<file path="config.mk">
export PLATFORM = sky130hd
export DESIGN_NAME = ship_placement_cursor
export DESIGN_NICKNAME = d
export VERILOG_FILES = /design/src/rtl/batalha_pkg.sv /design/src/rtl/button_conditioner.sv /design/src/rtl/ship_placement_cursor.sv
export SDC_FILE = /design/constraint.sdc
export NUM_CORES = 1
export LEC_CHECK = 0
export CAP_MARGIN = 20
export CORE_MARGIN = 2
export CORE_UTILIZATION = 25
export DETAILED_ROUTE_END_ITERATION = 8
export PLACE_DENSITY = 0.54
export REMOVE_ABC_BUFFERS = 1
export SYNTH_ARGS = -nofsm -noshare
export SYNTH_HDL_FRONTEND = slang
export SYNTH_SLANG_ARGS = --single-unit
</file>
<file path="constraint.sdc">
create_clock -name clk -period 2.52 [get_ports clk]
set_input_delay 0.504 -clock clk [delete_from_list [all_inputs] [get_ports clk]]
set_output_delay 0.504 -clock clk [all_outputs]
set_load 0.005 [all_outputs]
</file>
<file path="src/rtl/batalha_pkg.sv">
// Shared definitions for the ship placement block.
// Holds the FSM state codes, the orientation constants, the default
// coordinate width and the packed-cell width helper.
package batalha_pkg;

  typedef enum logic [1:0] {
    StIdle   = 2'd0,
    StEdit   = 2'd1,
    StCommit = 2'd2,
    StDone   = 2'd3
  } state_e;

  localparam logic OrientHorizontal = 1'b0;
  localparam logic OrientVertical   = 1'b1;

  localparam int unsigned CoordWDefault = 4;

  // Width of the packed cell vector: each cell carries an X and a Y coordinate.
  function automatic int unsigned cells_width(input int unsigned ship_len,
                                              input int unsigned coord_w);
    return ship_len * 2 * coord_w;
  endfunction

endpackage

</file>
<file path="src/rtl/button_conditioner.sv">
// Conditions one raw active-low push button into a single-cycle press pulse.
// Optional debounce is compiled in when BUTTON_DEBOUNCE_EN is defined.
//
// Ports:
//   clk      system clock, rising edge
//   reset    asynchronous, active-low
//   btn_raw  raw asynchronous button level, 0 = pressed
//   pulse    one-cycle pulse on each press (falling edge of the conditioned level)
module button_conditioner #(
  parameter int unsigned DEBOUNCE_CYCLES = 16
) (
  input  logic clk,
  input  logic reset,
  input  logic btn_raw,
  output logic pulse
);

  logic       sync1_q, sync2_q;
  logic       level;
  logic       prev_q;
  logic [1:0] fill_q;
  logic       armed_q, armed_d;

  if (DEBOUNCE_CYCLES < 1) begin : g_param_check
    $error("button_conditioner: DEBOUNCE_CYCLES must be at least 1");
  end

  always_ff @(posedge clk or negedge reset) begin
    if (!reset) begin
      sync1_q <= 1'b1;
      sync2_q <= 1'b1;
      prev_q  <= 1'b1;
      fill_q  <= '0;
      armed_q <= 1'b0;
    end else begin
      sync1_q <= btn_raw;
      sync2_q <= sync1_q;
      prev_q  <= level;
      fill_q  <= {fill_q[0], 1'b1};
      armed_q <= armed_d;
    end
  end

`ifdef BUTTON_DEBOUNCE_EN
  localparam int unsigned CntW = $clog2(DEBOUNCE_CYCLES + 1);

  logic [CntW-1:0] cnt_q, cnt_d;
  logic            level_q, level_d;

  // Level follows the synchronizer only after DEBOUNCE_CYCLES consecutive
  // samples that disagree with the current level.
  always_comb begin
    level_d = level_q;
    cnt_d   = '0;
    if (sync2_q != level_q) begin
      if (cnt_q == CntW'(DEBOUNCE_CYCLES - 1)) begin
        level_d = sync2_q;
      end else begin
        cnt_d = cnt_q + CntW'(1);
      end
    end
  end

  always_ff @(posedge clk or negedge reset) begin
    if (!reset) begin
      cnt_q   <= '0;
      level_q <= 1'b1;
    end else begin
      cnt_q   <= cnt_d;
      level_q <= level_d;
    end
  end

  assign level = level_q;
`else
  assign level = sync2_q;
`endif

  // Pulses are suppressed until the button has been seen released after
  // reset, so a button held through reset release never fires. fill_q[1]
  // marks that sync2_q holds a real sample rather than its reset value.
  always_comb begin
    armed_d = armed_q | (fill_q[1] & sync2_q & level);
  end

  assign pulse = armed_q & prev_q & ~level;

endmodule

</file>
<file path="src/rtl/ship_placement_cursor.sv">
// Ship placement cursor: moves and rotates a ship on a square board using
// four push buttons, then offers the committed cell list to memory.
// Optional button debounce: define BUTTON_DEBOUNCE_EN.
//
// Ports:
//   clk          system clock, rising edge
//   reset        asynchronous, active-low
//   start        IDLE->EDIT request, and DONE->IDLE return
//   btn_select   raw active-low button, move anchor +X
//   btn_enter    raw active-low button, move anchor +Y
//   btn_rotate   raw active-low button, toggle orientation
//   btn_confirm  raw active-low button, commit placement
//   place_ready  memory-side accept of the committed placement
//   positions    packed cells, cell i at [i*2*COORD_W +: 2*COORD_W], X low, Y high
//   place_valid  committed placement offered to memory
//   vertical     orientation, 0 = horizontal
//   state        current FSM state code
module ship_placement_cursor
  import batalha_pkg::*;
#(
  parameter int unsigned GRID_SIZE       = 10,
  parameter int unsigned SHIP_LEN        = 3,
  parameter int unsigned COORD_W         = CoordWDefault,
  parameter int unsigned DEBOUNCE_CYCLES = 16
) (
  input  logic                                      clk,
  input  logic                                      reset,
  input  logic                                      start,
  input  logic                                      btn_select,
  input  logic                                      btn_enter,
  input  logic                                      btn_rotate,
  input  logic                                      btn_confirm,
  input  logic                                      place_ready,
  output logic [cells_width(SHIP_LEN, COORD_W)-1:0] positions,
  output logic                                      place_valid,
  output logic                                      vertical,
  output logic [1:0]                                state
);

  localparam int unsigned CellW = 2 * COORD_W;

  // Largest anchor on the long axis that still keeps the whole ship on board.
  localparam logic [COORD_W-1:0] MaxLong = COORD_W'(GRID_SIZE - SHIP_LEN + 1);
  localparam logic [COORD_W-1:0] Grid    = COORD_W'(GRID_SIZE);
  localparam logic [COORD_W-1:0] One     = COORD_W'(1);

  logic sel_p, ent_p, rot_p, cfm_p;

  state_e             state_q, state_d;
  logic [COORD_W-1:0] ax_q, ax_d;
  logic [COORD_W-1:0] ay_q, ay_d;
  logic               vert_q, vert_d;

  button_conditioner #(
    .DEBOUNCE_CYCLES(DEBOUNCE_CYCLES)
  ) u_cond_select (
    .clk    (clk),
    .reset  (reset),
    .btn_raw(btn_select),
    .pulse  (sel_p)
  );

  button_conditioner #(
    .DEBOUNCE_CYCLES(DEBOUNCE_CYCLES)
  ) u_cond_enter (
    .clk    (clk),
    .reset  (reset),
    .btn_raw(btn_enter),
    .pulse  (ent_p)
  );

  button_conditioner #(
    .DEBOUNCE_CYCLES(DEBOUNCE_CYCLES)
  ) u_cond_rotate (
    .clk    (clk),
    .reset  (reset),
    .btn_raw(btn_rotate),
    .pulse  (rot_p)
  );

  button_conditioner #(
    .DEBOUNCE_CYCLES(DEBOUNCE_CYCLES)
  ) u_cond_confirm (
    .clk    (clk),
    .reset  (reset),
    .btn_raw(btn_confirm),
    .pulse  (cfm_p)
  );

  always_comb begin
    state_d = state_q;
    ax_d    = ax_q;
    ay_d    = ay_q;
    vert_d  = vert_q;
    unique case (state_q)
      StIdle: begin
        if (start) begin
          state_d = StEdit;
          ax_d    = One;
          ay_d    = One;
          vert_d  = OrientHorizontal;
        end
      end
      StEdit: begin
        // Single action per cycle; lower-priority pulses are dropped.
        if (cfm_p) begin
          state_d = StCommit;
        end else if (rot_p) begin
          vert_d = ~vert_q;
          if (vert_q == OrientHorizontal) begin
            if (ay_q > MaxLong) ay_d = MaxLong;
          end else begin
            if (ax_q > MaxLong) ax_d = MaxLong;
          end
        end else if (sel_p) begin
          // Wrap tests compare the current anchor so the +1 never overflows.
          if (vert_q == OrientVertical) begin
            ax_d = (ax_q >= Grid) ? One : ax_q + One;
          end else begin
            ax_d = (ax_q >= MaxLong) ? One : ax_q + One;
          end
        end else if (ent_p) begin
          if (vert_q == OrientVertical) begin
            ay_d = (ay_q >= MaxLong) ? One : ay_q + One;
          end else begin
            ay_d = (ay_q >= Grid) ? One : ay_q + One;
          end
        end
      end
      StCommit: begin
        if (place_ready) state_d = StDone;
      end
      StDone: begin
        if (start) state_d = StIdle;
      end
      default: state_d = StIdle;
    endcase
  end

  always_ff @(posedge clk or negedge reset) begin
    if (!reset) begin
      state_q <= StIdle;
      ax_q    <= '0;
      ay_q    <= '0;
      vert_q  <= OrientHorizontal;
    end else begin
      state_q <= state_d;
      ax_q    <= ax_d;
      ay_q    <= ay_d;
      vert_q  <= vert_d;
    end
  end

  // Cells are derived from the registered anchor; IDLE reports no ship.
  always_comb begin
    positions = '0;
    if (state_q != StIdle) begin
      for (int i = 0; i < SHIP_LEN; i++) begin
        positions[i*CellW +: COORD_W] =
            ax_q + ((vert_q == OrientVertical) ? '0 : COORD_W'(i));
        positions[i*CellW + COORD_W +: COORD_W] =
            ay_q + ((vert_q == OrientVertical) ? COORD_W'(i) : '0);
      end
    end
  end

  assign place_valid = (state_q == StCommit);
  assign vertical    = vert_q;
  assign state       = state_q;

endmodule

</file>
==> reports/summary.txt <==
status: complete, no violations
WL/cell: 11.6 um
Pwr Total: 0.00249 W
fin util: 0.351
fin crit period: 2440 ps
final net count: 222
dpl hpwl: 2.30 mm
Main synth FF type: dfrtp_1
total power divided by cell area: 1120 mW/mm^2
CTS tree: built
Psw: 0.000853 W
Yosys reg bits: 29
maximum number of pins on one net before global-route repair: 30
Setup crit start kind: register
crit end category: primary output
routability cong.: 0.749
RSZ-0062 raised after global routing: true
FP Rows: 29
first-pass GRT wire length: 5.53 mm
Post-Layout Inst Area: 0.00223 mm^2
Final Max Slew Viols: 0
worst clock skew: 3.21 ps
synthesized area: 0.00165 mm^2
I/O pin total: 36
# clock sinks: 29
initial core utilization: 0.259
Vias: 1,228
Sw Share: 0.343
asr flop ratio synth: 1.00
top cells by area, synth: dfrtp_1 (26%), dfstp_2 (19%), ha_1 (13%)
Int Power: 0.00163 W
crit-path max FO: 5
die height: 85.2 um
WP data required: 2020 ps
highest clock rate: 409 MHz
post-synth top area cell: dfrtp_1
Setup WS pre-CTS: 261 ps
Avg Cell Area, Syn: 10.5 um^2
share of the synthesized area in the top cell type: 0.258
Flop pwr share: 0.267
Clock Latency Late Sink: 280 ps
Post-Synth Adder-Cell Area: 0.129
DRT Pass-1 Iters: 4
Placed Area: 0.00208 mm^2
Remaining Overflow, GRT: 0
CTS Buf Count: 5
largest family of logic cells by synthesized area: simple AND/OR/NAND/NOR gates
clock group share of total power: 0.200
Logic pwr share: 0.534
clk slew on worst S/H paths: 60 ps
Ant. Diodes: 0
critical path class: register to primary output
ratio of cells with drive above 1 in the final layout: 0.157
Synth Area in Simple Gates: 0.173
register area share after synthesis: 0.450
final hold vios: 0
Netlist cell types: 40
vias per inst: 4.47
Tightest Pin Transition: 644 ps
vias in the first global route: 1,203
total wire length: 3.18 mm
Die Wd: 85.2 um
Synth Area in Compound Gates: 0.131
Port Buffers: 35
yosys warns: 0
area grow syn2layout: 35.3%
EDFF count, synth: 0
All-Layer GR Usage: 0.0953
Post-route DRC: 0
Final Setup Violations: 0
CTS Root Buffer Type: clkbuf_8
worst setup margin: 75.1 ps
cells after synthesis: 157
Worst EP arrival: 1940 ps
Max-cap violations: 0
core area: 0.00635 mm^2
leakage: 1.01 nW
Final period util: 0.970
# H-tree levels: 2
hold crit path type: register to register
antenna-violating nets left: 0
Synth Area in XOR/XNOR: 0.0319
initial antenna violation count: 0
hold buffers post-CTS: 0
Detailed Route Iter0 Violations: 46
Worst slew margin: 0.565
buffer depth of the longest clock path: 2
die area: 0.00725 mm^2
mux share of post-synthesis cell area: 0.0319
Peak VDD IR: 0.000590 V
[cell usage after synthesis, types with 3 or more instances]
cell,n
nor2_1,16
dfrtp_1,17
dfstp_2,12
xnor2_1,5
inv_1,11
nand3_1,5
clkbuf_1,4
ha_1,17
mux2i_1,3
nor2b_1,13
nand2_1,7
and3_1,3
a21oi_1,3
a21o_1,6
[timing repair]
action,4_1_cts,5_1_grt
gates cloned,0,0
buffers inserted,0,1
endpoints found under the setup margin,4,5
resized for setup,1,2
[cells by family (layout without fill, tap and decap cells)]
| logic type | after synthesis | after routing |
|---|---|---|
| AOI/OAI and AO/OA | 28 | 28 |
| xor gates and xnor gates | 6 | 6 |
| adders and majority gates | 17 | 17 |
| buffers and inverters | 18 | 59 |
| DFF | 29 | 29 |
| muxes | 5 | 5 |
| other | 1 | 1 |
| and+or+nand+nor | 53 | 53 |
[registers in the layout, indices dropped and copies added (netlist names)]
register	cells
ay_q	4
u_cond_rotate.armed_q	1
u_cond_select.armed_q	1
u_cond_confirm.armed_q	1
u_cond_rotate.sync1_q	1
ax_q	4
u_cond_select.level	1
u_cond_enter.level	1
u_cond_rotate.prev_q	1
u_cond_confirm.sync1_q	1
u_cond_enter.sync1_q	1
u_cond_confirm.prev_q	1
u_cond_select.sync1_q	1
u_cond_confirm.level	1
u_cond_select.prev_q	1
u_cond_select.fill_q	1
u_cond_enter.armed_q	1
u_cond_enter.prev_q	1
vertical	1
state	2
u_cond_confirm.fill_q	1
u_cond_rotate.level	1
[critical path: stages, from the launching register on]
cell and delay (ps):
dfrtp_2 440, buf_12 140, ha_1 180, ha_1 260, nor2b_1 140, clkdlybuf4s50_1 510
[layout by cell type, fill, tap and decap left out, drive strengths merged, types with 2 or more instances in the layout]
cell type       n
clkdlybuf4s50  33
ha             17
dfrtp          17
nor2           16
nor2b          13
dfstp          12
inv            11
nand2           7
a21o            6
clkbuf          6
xnor2           5
nand3           5
buf             5
and3            3
mux2i           3
a21oi           3
nand3b          2
and3b           2
o41ai           2
o21a            2
mux2            2
o21ai           2
a31oi           2
a32o            2
dlymetal6s2s    2
[final cells by class]
class                      count  area (um^2)
sequential                    29          742
tap                           77         96.3
clock buffer                   6         82.6
clock inverter                 2         37.5
inverter                      11         41.3
fill                         623         4120
timing repair buffer          40          405
multi-input combinational    110          823
[worst paths after layout]
path / start / to / slack [ps] / cells past startpoint
setup / recovery: vertical / positions[22] / 80 / 5
hold / removal: u_cond_select.fill_q[0] / u_cond_confirm.fill_q[1] / 350 / 0
setup reg to reg: state[1] / ax_q[2] / 530 / 6
hold reg to reg: u_cond_select.fill_q[0] / u_cond_confirm.fill_q[1] / 350 / 0
max in group asynchronous: reset / u_cond_rotate.prev_q / 1600 / 2
min in group asynchronous: reset / u_cond_select.armed_q / 610 / 2
[power groups by stage]
stage | clock [W] | combinational (W) | sequential, W
after floorplan | 0 | 0.000678 | 0.000651
after global placement | 0 | 0.00130 | 0.000675
after detailed placement | 0 | 0.00131 | 0.000675
after CTS | 0.000515 | 0.00131 | 0.000669
after global routing | 0.000541 | 0.00149 | 0.000678
final | 0.000496 | 0.00133 | 0.000663
[per-layer routing]
layer | vias up | part of all wire | global-route usage
met3 | 4 | 0.059 | 0.0340
li1 | 623 | - | -
met2 | 36 | 0.46 | 0.153
met4 | 0 | 0.014 | 0.0390
met5 | - | 0 | 0
met1 | 565 | 0.47 | 0.116
[through the flow]
| step | cells | setup TNS, ps | hold slack, ps |
|---|---|---|---|
| 4_1_cts | 274 | 0 | 355 |
| 3_3_place_gp | 266 | 0 | 333 |
| 5_1_grt | 275 | -48.7 | 361 |
| 6_report | 275 | 0 | 353 |
| 3_5_place_dp | 266 | 0 | 337 |
| 2_1_floorplan | 150 | 0 | 208 |
(Power assumes the default switching activity.)
